**src/rtl/vector_player_pkg.sv**
```systemverilog
// Shared types and helpers for the vector player and its MISR response compactor.
package vector_player_pkg;

    typedef enum logic [2:0] {
        IDLE,
        FETCH,
        LOAD,
        SETTLE,
        CAPTURE,
        EMIT,
        DONE
    } state_t;

    localparam logic [31:0] DEFAULT_POLY = 32'h04C11DB7;

    // Upper bounds for fold_xor operands; callers zero-extend into these.
    localparam int FOLD_MAX_IN  = 1024;
    localparam int FOLD_MAX_SIG = 64;

    // XOR of consecutive misr_w-bit chunks of the low out_w bits of data.
    function automatic logic [FOLD_MAX_SIG-1:0] fold_xor(
        input logic [FOLD_MAX_IN-1:0] data,
        input int                     out_w,
        input int                     misr_w
    );
        logic [FOLD_MAX_SIG-1:0] acc;
        logic [FOLD_MAX_SIG-1:0] mask;
        acc  = '0;
        mask = {FOLD_MAX_SIG{1'b1}} >> (FOLD_MAX_SIG - misr_w);
        for (int c = 0; c * misr_w < out_w; c++) begin
            acc = acc ^ (FOLD_MAX_SIG'(data >> (c * misr_w)) & mask);
        end
        return acc;
    endfunction

endpackage

```
**src/rtl/vector_player_misr_if.sv**
```systemverilog
// Vector-memory, DUT-pin and response-stream signals of the vector player.
interface vector_player_misr_if #(
    parameter int IN_W   = 233,
    parameter int OUT_W  = 140,
    parameter int ADDR_W = $clog2(10000)
);
    logic              mem_rd_en;
    logic [ADDR_W-1:0] mem_addr;
    logic [IN_W-1:0]   mem_rdata;
    logic [IN_W-1:0]   dut_in;
    logic [OUT_W-1:0]  dut_out;
    logic              resp_valid;
    logic [OUT_W-1:0]  resp_data;
    logic              resp_ready;

    modport master (
        output mem_rd_en, mem_addr, dut_in, resp_valid, resp_data,
        input  mem_rdata, dut_out, resp_ready
    );

    modport slave (
        input  mem_rd_en, mem_addr, dut_in, resp_valid, resp_data,
        output mem_rdata, dut_out, resp_ready
    );
endinterface

```
**src/rtl/misr_compactor.sv**
```systemverilog
// Multiple-input signature register: shift with polynomial feedback, then XOR in
// the chunk-folded response word. OUT_W must not exceed FOLD_MAX_IN.
module misr_compactor
    import vector_player_pkg::*;
#(
    parameter int                OUT_W  = 140,
    parameter int                MISR_W = 32,
    parameter logic [MISR_W-1:0] POLY   = MISR_W'(DEFAULT_POLY)
) (
    input  logic              clk,
    input  logic              rst,
    input  logic              clr,
    input  logic              en,
    input  logic [OUT_W-1:0]  data,
    output logic [MISR_W-1:0] sig
);

    logic [MISR_W-1:0] folded;
    logic [MISR_W-1:0] feedback;
    logic [MISR_W-1:0] next_sig;

    always_comb begin
        folded   = MISR_W'(fold_xor(FOLD_MAX_IN'(data), OUT_W, MISR_W));
        feedback = sig[MISR_W-1] ? POLY : '0;
        next_sig = {sig[MISR_W-2:0], 1'b0} ^ feedback ^ folded;
    end

    // NOTE: flops use <= so every update sees the pre-edge value of sig.
    always_ff @(posedge clk or posedge rst) begin
        if (rst) begin
            sig <= '0;
        end else if (clr) begin
            sig <= '0;
        end else if (en) begin
            sig <= next_sig;
        end
    end

endmodule

```
**src/rtl/vector_player_misr.sv**
```systemverilog
// Plays stored vectors into a combinational DUT, streams each settled response
// over valid/ready and compacts it into a MISR signature.
module vector_player_misr
    import vector_player_pkg::*;
#(
    parameter int                IN_W     = 233,
    parameter int                OUT_W    = 140,
    parameter int                DEPTH    = 10000,
    parameter int                ADDR_W   = $clog2(DEPTH),
    parameter int                MISR_W   = 32,
    parameter logic [MISR_W-1:0] POLY     = MISR_W'(DEFAULT_POLY),
    parameter int                SETTLE_W = 4
) (
    input  logic                clk,
    input  logic                rst,
    input  logic                start,
    input  logic                abort,
    input  logic [ADDR_W:0]     num_vectors,
    input  logic [SETTLE_W-1:0] settle_cycles,
    vector_player_misr_if.master bus,
    output logic [MISR_W-1:0]   signature,
    output logic [ADDR_W:0]     vec_count,
    output logic                busy,
    output logic                done,
    output logic                aborted
);

    localparam int                CNT_W     = ADDR_W + 1;
    localparam logic [CNT_W-1:0]  DEPTH_CNT = CNT_W'(DEPTH);

    state_t              state;
    logic [CNT_W-1:0]    num_lat;
    logic [SETTLE_W-1:0] settle_lat;
    logic [SETTLE_W-1:0] settle_cnt;
    logic [CNT_W-1:0]    count_next;
    logic                sig_clr;
    logic                sig_en;

    assign count_next = vec_count + 1'b1;
    assign sig_clr    = (state == IDLE) && start && !abort;
    assign sig_en     = (state == CAPTURE) && !abort;
    assign busy       = (state != IDLE);

    misr_compactor #(
        .OUT_W  (OUT_W),
        .MISR_W (MISR_W),
        .POLY   (POLY)
    ) u_misr (
        .clk  (clk),
        .rst  (rst),
        .clr  (sig_clr),
        .en   (sig_en),
        .data (bus.dut_out),
        .sig  (signature)
    );

    always_ff @(posedge clk or posedge rst) begin
        if (rst) begin
            state          <= IDLE;
            num_lat        <= '0;
            settle_lat     <= '0;
            settle_cnt     <= '0;
            vec_count      <= '0;
            aborted        <= 1'b0;
            done           <= 1'b0;
            bus.mem_rd_en  <= 1'b0;
            bus.mem_addr   <= '0;
            bus.dut_in     <= '0;
            bus.resp_valid <= 1'b0;
            bus.resp_data  <= '0;
        end else begin
            // NOTE: strobes default low every cycle; only the entering transition raises them.
            bus.mem_rd_en <= 1'b0;
            done          <= 1'b0;

            if (abort && state != IDLE) begin
                // Abort beats a same-cycle handshake, so vec_count and signature freeze.
                state          <= IDLE;
                bus.resp_valid <= 1'b0;
                aborted        <= 1'b1;
            end else begin
                case (state)
                    IDLE: begin
                        if (start && !abort) begin
                            num_lat      <= (num_vectors > DEPTH_CNT) ? DEPTH_CNT : num_vectors;
                            settle_lat   <= settle_cycles;
                            vec_count    <= '0;
                            aborted      <= 1'b0;
                            bus.mem_addr <= '0;
                            if (num_vectors == '0) begin
                                state <= DONE;
                                done  <= 1'b1;
                            end else begin
                                state         <= FETCH;
                                bus.mem_rd_en <= 1'b1;
                            end
                        end
                    end
                    FETCH: begin
                        state <= LOAD;
                    end
                    LOAD: begin
                        bus.dut_in <= bus.mem_rdata;
                        settle_cnt <= (settle_lat == '0) ? SETTLE_W'(1) : settle_lat;
                        state      <= SETTLE;
                    end
                    SETTLE: begin
                        settle_cnt <= settle_cnt - 1'b1;
                        if (settle_cnt == SETTLE_W'(1)) begin
                            state <= CAPTURE;
                        end
                    end
                    CAPTURE: begin
                        bus.resp_data  <= bus.dut_out;
                        bus.resp_valid <= 1'b1;
                        state          <= EMIT;
                    end
                    EMIT: begin
                        if (bus.resp_ready) begin
                            vec_count      <= count_next;
                            bus.resp_valid <= 1'b0;
                            if (count_next == num_lat) begin
                                state <= DONE;
                                done  <= 1'b1;
                            end else begin
                                // count_next < num_lat <= DEPTH, so the address never wraps.
                                state         <= FETCH;
                                bus.mem_rd_en <= 1'b1;
                                bus.mem_addr  <= count_next[ADDR_W-1:0];
                            end
                        end
                    end
                    DONE: begin
                        state <= IDLE;
                    end
                    default: begin
                        state <= IDLE;
                    end
                endcase
            end
        end
    end

endmodule
```
**src/flat_wrapper.sv**
```systemverilog
// flat-port wrapper written by rule: the top's interface ports become plain ports
module vector_player_misr_flat import vector_player_pkg::*;
#(
    parameter int                IN_W     = 233,
    parameter int                OUT_W    = 140,
    parameter int                DEPTH    = 10000,
    parameter int                ADDR_W   = $clog2(DEPTH),
    parameter int                MISR_W   = 32,
    parameter logic [MISR_W-1:0] POLY     = MISR_W'(DEFAULT_POLY),
    parameter int                SETTLE_W = 4
)
  (clk, rst, start, abort, num_vectors, settle_cycles, signature, vec_count, busy, done, aborted, bus_mem_rd_en, bus_mem_addr, bus_dut_in, bus_resp_valid, bus_resp_data, bus_mem_rdata, bus_dut_out, bus_resp_ready);
  vector_player_misr_if #(.IN_W(IN_W), .OUT_W(OUT_W), .ADDR_W(ADDR_W)) bus_i ();
  input  logic clk;
  input  logic rst;
  input  logic start;
  input  logic abort;
  input  logic [ADDR_W:0] num_vectors;
  input  logic [SETTLE_W-1:0] settle_cycles;
  output logic [MISR_W-1:0] signature;
  output logic [ADDR_W:0] vec_count;
  output logic busy;
  output logic done;
  output logic aborted;
  output wire logic [$bits(bus_i.mem_rd_en)-1:0] bus_mem_rd_en;
  output wire logic [$bits(bus_i.mem_addr)-1:0] bus_mem_addr;
  output wire logic [$bits(bus_i.dut_in)-1:0] bus_dut_in;
  output wire logic [$bits(bus_i.resp_valid)-1:0] bus_resp_valid;
  output wire logic [$bits(bus_i.resp_data)-1:0] bus_resp_data;
  input wire logic [$bits(bus_i.mem_rdata)-1:0] bus_mem_rdata;
  input wire logic [$bits(bus_i.dut_out)-1:0] bus_dut_out;
  input wire logic [$bits(bus_i.resp_ready)-1:0] bus_resp_ready;
  assign bus_mem_rd_en = bus_i.mem_rd_en;
  assign bus_mem_addr = bus_i.mem_addr;
  assign bus_dut_in = bus_i.dut_in;
  assign bus_resp_valid = bus_i.resp_valid;
  assign bus_resp_data = bus_i.resp_data;
  assign bus_i.mem_rdata = bus_mem_rdata;
  assign bus_i.dut_out = bus_dut_out;
  assign bus_i.resp_ready = bus_resp_ready;
  vector_player_misr #(.IN_W(IN_W), .OUT_W(OUT_W), .DEPTH(DEPTH), .ADDR_W(ADDR_W), .MISR_W(MISR_W), .POLY(POLY), .SETTLE_W(SETTLE_W)) u_core (.clk(clk), .rst(rst), .start(start), .abort(abort), .num_vectors(num_vectors), .settle_cycles(settle_cycles), .bus(bus_i), .signature(signature), .vec_count(vec_count), .busy(busy), .done(done), .aborted(aborted));
endmodule
```
**config.mk**
```make
export PLATFORM = sky130hd
export DESIGN_NAME = vector_player_misr_flat
export DESIGN_NICKNAME = d
export VERILOG_FILES = /design/src/rtl/vector_player_pkg.sv /design/src/rtl/vector_player_misr_if.sv /design/src/rtl/misr_compactor.sv /design/src/rtl/vector_player_misr.sv /design/src/flat_wrapper.sv
export SDC_FILE = /design/constraint.sdc
export NUM_CORES = 1
export LEC_CHECK = 0
export CAP_MARGIN = 40
export CORE_AREA = 8 8 320 322
export CTS_BUF_LIST = sky130_fd_sc_hd__clkbuf_8
export DETAILED_ROUTE_END_ITERATION = 12
export DIE_AREA = 0 0 328 330
export GPL_ROUTABILITY_DRIVEN = 0
export RECOVER_POWER = 100
export SETUP_SLACK_MARGIN = 0.4
export SYNTH_ARGS = -nofsm -noshare
export SYNTH_HDL_FRONTEND = slang
export SYNTH_HIERARCHICAL = 1
export SYNTH_SLANG_ARGS = --single-unit
export TNS_END_PERCENT = 5
```
**constraint.sdc**
```tcl
create_clock -name clk -period 17.41 [get_ports clk]
set_input_delay 3.482 -clock clk [delete_from_list [all_inputs] [get_ports clk]]
set_output_delay 3.482 -clock clk [all_outputs]
set_load 0.01 [all_outputs]
```
# Yosys cells after proc, flatten, opt, wreduce, memory -nomap -nowiden
# Cells that the tools add are included.
# op_classes
mux	38
n_bitwise	7
add_sub_neg	2
div_mod_pow	0
magnitude_cmp	1
reduce_logical	25
n_shift	0
eq_ne	13
n_mul	0
# op_table
cell	n
32-bit bitwise XOR	5
32-bit 2-to-1 mux	2
15-bit 2-to-1 mux	3
14-bit 2-to-1 mux	3
32-bit by 12-bit bitwise XOR with 32-bit output	1
15-bit case mux with 2 select lines	1
14-bit case mux with 2 select lines	1
27-bit 2-to-1 mux	1
3-bit 2-to-1 mux	6
3-bit case mux with 6 select lines	1
15-bit by 1-bit adder with 15-bit output, second input constant	1
15-bit == test	1
15-bit by 14-bit > comparator with 1-bit output, second input constant	1
15-bit zero test	1
1-bit 2-to-1 mux	15
2-bit AND reduction	5
2-bit nonzero test	5
4-bit case mux with 2 select lines	1
3-bit by 2-bit == test with 1-bit output, second input constant	2
3-bit == test, second input constant	2
2-bit inequality test, second input constant	3
1-bit case mux with 2 select lines	3
3-bit AND reduction	2
3-bit nonzero test	2
14 further kinds	18
# word_totals
ramBits	0
latch_bits	0
word_cells	99
memories	0
rom_bits	0
ff_bits	464
in_bits	397

# Depth between registers and ports, before layout
# depth
word_depth	7
mapped_depth	12
mapped_depth_nobuf	8

# Cells and area by module
# Netlist, hierarchy kept.
# by_module_without_submodules
module	cells_per_inst	area_per_inst_um2	n_inst	seq_area_each_um2
vector_player_misr	1655	17296.6	1	10810.4
misr_compactor	222	2864.0	1	800.8

# Least setup slack after synthesis
# No wires, ideal clock.
# synth_timing
path_type	input to register
start	input abort
end	register u_core.u_misr.sig[16]
n_path_buf	5
setup_slack_ns	11.617
t_required_ns	17.316
path_stages	11
setup_ns	0.094
arrival_time_ns	5.699
cell_sequence	clkbuf_1 nand2_1 o21a_1 a2111oi_4 and3_1 buf_2 buf_2 clkbuf_1 clkbuf_1 nor2_1 a211oi_1
# synth_via
elab_chain_len	3
# synth_rtl
element	line	text
start, declared	flat_wrapper.sv:17	input logic abort;
1-bit zero test	vector_player_misr.sv:41	assign sig_en = (state == CAPTURE) && !abort;
1-bit logical AND	vector_player_misr.sv:41	
net u_core.sig_en	vector_player_misr.sv:37	logic sig_en;
2-bit nonzero test (no line)	-	
end signal, assigned	misr_compactor.sv:35	sig <= next_sig;
end, declared	misr_compactor.sv:15	output logic [MISR_W-1:0] sig
# The timed path passes the listed nets, and every way through them passes these cells.
# A chain may end at the register's enable or synchronous reset.

# Final worst setup path
# layout_timing
start	input abort
end	register u_core.bus.resp_data[87]
# layout_via
elab_chain_len	3
# layout_rtl
element	line	text
1-bit logical AND	vector_player_misr.sv:76	if (abort && state != IDLE) begin
1-bit inverter (no line)	-	
2-bit AND reduction (no line)	-	
end signal, assigned	vector_player_misr.sv:114	bus.resp_data <= bus.dut_out;
end, declared	vector_player_misr_if.sv:17	output mem_rd_en, mem_addr, dut_in, resp_valid, resp_data,
# No other way between the ends.

==> impl_metrics.csv <==
group,metric,value,unit
cts,post_cts_buffers,0,
drt,antenna_left,0,
final_layout,final_util,32.45,%
final_layout,finish.instance_area,31610,um2
power_and_ir_drop,intPower,2.857,mW
grt,grt_max_degree,172,
critical_path,slowest_delay,2.03,ns
die,die_width,328,um
synth,netlist_area,20160,um2
min_path,holdPathStages,2,
critical_path,crit_arrival,11.45,ns
synth,yosys_warnings,6,
critical_path,crit_path_max_fanout,67,
drt,viasPerCell,4.107,
grt,use_met3,5.002,%
final_layout,num-fill-cells,9902,
cts,insertion_delay,0.70,ns
cts,path_clk_slew,0.06,ns
synth,syn_avg_cell_area,10.74,um2
final_layout,final-seq-area,11610,um2
cts,numCtsBuffers,87,
critical_path,worstSetupEndpointType,"flop",
die,fp.dieH,330,um
critical_path,path_class,"in -> reg",
critical_path,crit_family,"buffers and inverters",
grt,grt-busiest-layer,"met2",
power_and_ir_drop,p_clk_share,24.4,%
timing,rsz0062_at_grt,"false",
run,cap_viol_max_count,12,
timing,finalCritPeriodShare,62.50,%
critical_path,r2r_end,"u_core/bus.resp_data[87]$_DFFE_PP0P_",
synth,ys_seq_area_share,57.59,%
synth,ys_types,69,
power_and_ir_drop,peakVddDrop,0.00007843,V
synth,synthArstFlopShare,100.0,%
power_and_ir_drop,cellLeakagePower,15.40,nW
critical_path,reg2reg_depth,11,
critical_path,r2r-start,"u_core/state[1]$_DFFE_PP0P_",
synth,synth_seq_cells,464,
place,numPortBuffers,835,
min_path,min_to,"u_core/bus.dut_in[134]$_DFFE_PP0P_",
critical_path,cp_cell_sequence,"dlygate4sd3_1, nand2_1, o21a_1, a2111oi_0, and3_1, clkbuf_1, clkbuf_1, clkbuf_1, buf_16, mux2_2",
place,place_area,29990,um2
critical_path,cp-start-kind,"primary input",
power_and_ir_drop,combPwrFrac,37.8,%
drt,num_vias,16762,
timing,slew_headroom,-290.8,%
die,core-area,97410,um2
critical_path,slowest_stage,"clkbuf_1",
grt,antenna_found_initial,16,
timing,setup_viol,0,
cts,cts_tree,"done",
power_and_ir_drop,powerDensity,138.4,nW/um2
grt,grtUsageTotal,14.73,%
final_layout,fin_cells,4081,
timing,finalSetupTns,0,ns
min_path,hold_class,"reg -> reg",
die,rows,115,
drt,first_pass_iters,5,
cts,htreeDepth,3,
place,dp_hpwl,63720,um
timing,fmax,91.90,MHz
timing,slew_viol_final,529,
timing,timing_hold_violations_final,0,
critical_path,crit_top_cell,"clkbuf_1",
grt,grt_pass1_vias,17524,
timing,fin_crit,10.88,ns
cts,ctsResizeCount,0,
grt,grt.overflow.total,0,
power_and_ir_drop,switchingPower,1.517,mW
cts,cts_hold_repair.buffers,0,
die,pin_count,836,
timing,tightest_slew,5.861,ns
power_and_ir_drop,p_seq_share,37.8,%
grt,use_met1,17.84,%
grt,grt_first_pass_wirelength,120200,um
min_path,min_from,"u_core/bus.dut_in[134]$_DFFE_PP0P_",
final_layout,finalNetCount,3122,
status,status,"complete, but fails checks",
timing,finClkSkew,0.04328,ns
power_and_ir_drop,netSwitchingFraction,34.68,%
synth,synth_enable_flop_cells,0,
drt,wl,83580,um
place,dp.cells,3920,
final_layout,drive_above_1_share,10.35,%
cts,cts_buffer_depth,3,
cts,clockRootBuffer,"clkbuf_8",
cts,cts.sinks,464,
die,start_util,20.70,%
final_layout,multi_input_area,8023,um2
grt,met2_usage,24.04,%
drt,post-route-drc-count,0,
synth,ys.flop_type,"dfrtp_1",
synth,synthCells,1877,
final_layout,syn_to_final_growth,56.77,%
critical_path,reg2reg_slack,9.18,ns
synth,syn-num-nets,2277,
status,violations,"max-capacitance violations, max-slew violations",
critical_path,cp_data_required_time,17.98,ns
place,dp_slack,9.977,ns
timing,worst_slack,6.529,ns
drt,wl_per_cell,20.48,um
drt,drtIter0Drc,1169,
die,dieArea,108200,um2
critical_path,critPathBufInv,5,
registers in the layout (all words and copies together) (netlist names):
register,flops
u_core/aborted,1
u_core/vec_count,15
u_core/num_lat,15
u_core/bus.resp_data,140
u_core/bus.dut_in,233
u_core/u_misr/sig,32
u_core/bus.mem_rd_en,1
u_core/bus.mem_addr,14
u_core/settle_lat,4
u_core/settle_cnt,4
u_core/bus.resp_valid,1
u_core/state,3
u_core/done,1
cell usage after synthesis (2+ instances only):
master,instances,area [um2]
a31oi_1,2,12.51
a21oi_1,14,70.07
buf_4,10,75.07
o21ai_0,33,165.2
o21a_1,2,15.01
or4_1,3,22.52
or3_1,4,25.02
a2111oi_4,2,55.05
nor3_1,7,35.03
a32o_1,3,30.03
and3_1,4,25.02
a211oi_1,9,67.56
a311o_1,2,20.02
nor2b_1,5,31.28
xor2_1,24,210.2
buf_2,19,95.09
and2_1,4,25.02
nand3_1,9,45.04
o41ai_1,2,17.52
or2_2,2,12.51
clkbuf_1,70,262.8
o31ai_1,7,52.55
nand2_1,743,2789
dfrtp_1,464,11610
nor2_1,42,157.7
a22o_1,12,105.1
o22ai_1,30,187.7
xnor3_4,5,131.4
xnor2_2,6,97.59
ha_1,3,37.54
o2bb2ai_1,10,87.58
nand3b_1,2,15.01
mux2_1,5,56.30
nand4_1,5,31.28
nand2b_1,25,156.4
a211oi_2,2,25.02
o211ai_1,4,30.03
xnor3_1,37,833.3
nor4_1,7,43.79
inv_1,13,48.80
mux2_2,136,1531
xnor2_1,62,543.0
power by group through the flow:
| stage | sequential, mW | combinational [mW] | clock, mW |
|---|---|---|---|
| floorplan | 1.81 | 0.592 | 0 |
| global placement | 1.68 | 1.78 | 0 |
| detailed placement | 1.68 | 1.81 | 0 |
| CTS | 1.67 | 1.81 | 1.12 |
| global route | 1.70 | 1.79 | 1.15 |
| finish | 1.65 | 1.65 | 1.07 |
worst max path at each step:
| stage | slack (ns) | to | cells after the start | startpoint |
|---|---|---|---|---|
| final | 6.53 | u_core/bus.resp_data[87]$_DFFE_PP0P_ | 10 | abort |
| after global routing | 5.89 | u_core/bus.resp_data[118]$_DFFE_PP0P_ | 10 | abort |
| after CTS | 10.81 | u_core/bus.resp_data[90]$_DFFE_PP0P_ | 10 | abort |
| after detailed placement | 9.98 | u_core/bus.resp_data[87]$_DFFE_PP0P_ | 10 | abort |
| after global placement | 9.55 | u_core/bus.resp_data[51]$_DFFE_PP0P_ | 8 | abort |
| after floorplan | 1.90 | u_core/aborted$_DFFE_PP0P_ | 1 | rst |
tightest hold or removal path, cell delays in order (launching register included):
cell     delay, ns
dfrtp_1       0.33
nand2_1       0.05
nand2_1       0.05
cell type report:
type | instances | area share (%)
well taps | 1287 | 5.095
clock buffers | 109 | 4.746
multi-input cells | 1299 | 25.38
flip-flops and latches | 464 | 36.74
repair buffers | 857 | 27.11
diodes | 12 | 0.09501
inverters | 13 | 0.1583
clock inverters | 40 | 0.6809
cell usage in the layout (no fill, tap or decap), types with 14 or more instances in the layout:
master	Yosys	routed
nand2_1	743	743
dfrtp_1	464	464
dlygate4sd3_1	0	441
clkdlybuf4s50_1	0	394
mux2_2	136	136
clkbuf_8	0	109
xnor2_1	62	62
nor2_1	42	42
inv_1	13	41
xnor3_1	37	37
o21ai_0	33	33
o22ai_1	30	30
nand2b_1	25	25
xor2_1	24	24
a21oi_1	14	14
cells by family (layout without fill, tap and decap cells):
group	Yosys count	in the layout	share of synthesized area, %
AND/OR/NAND/NOR	872	872	17.41
flip-flops	464	464	57.59
AO/OA/AOI/OAI	146	146	5.219
multiplexers	142	142	7.925
XOR/XNOR	136	136	9.204
buffers and inverters	114	1019	2.464
adder cells (fa/ha/maj)	3	3	0.1862
other	0	12	0
routing by layer:
layer  vias to the layer above  part of all wire (%)  wire length [um]
li1                       7893                     -                 -
met1                      8127                    40             33720
met2                       576                    49             40590
met3                       160                   7.7              6441
met4                         6                   3.3              2794
met5                         -                 0.042                35
through the flow:
step,power [mW],hold WS (ns)
2_1_floorplan,2.399,0.4419
3_3_place_gp,3.458,0.4558
3_5_place_dp,3.484,0.4611
4_1_cts,4.599,0.4757
5_1_grt,4.651,0.4768
6_report,4.374,0.4627
No activity file was read; power rests on OpenSTA's default activity.
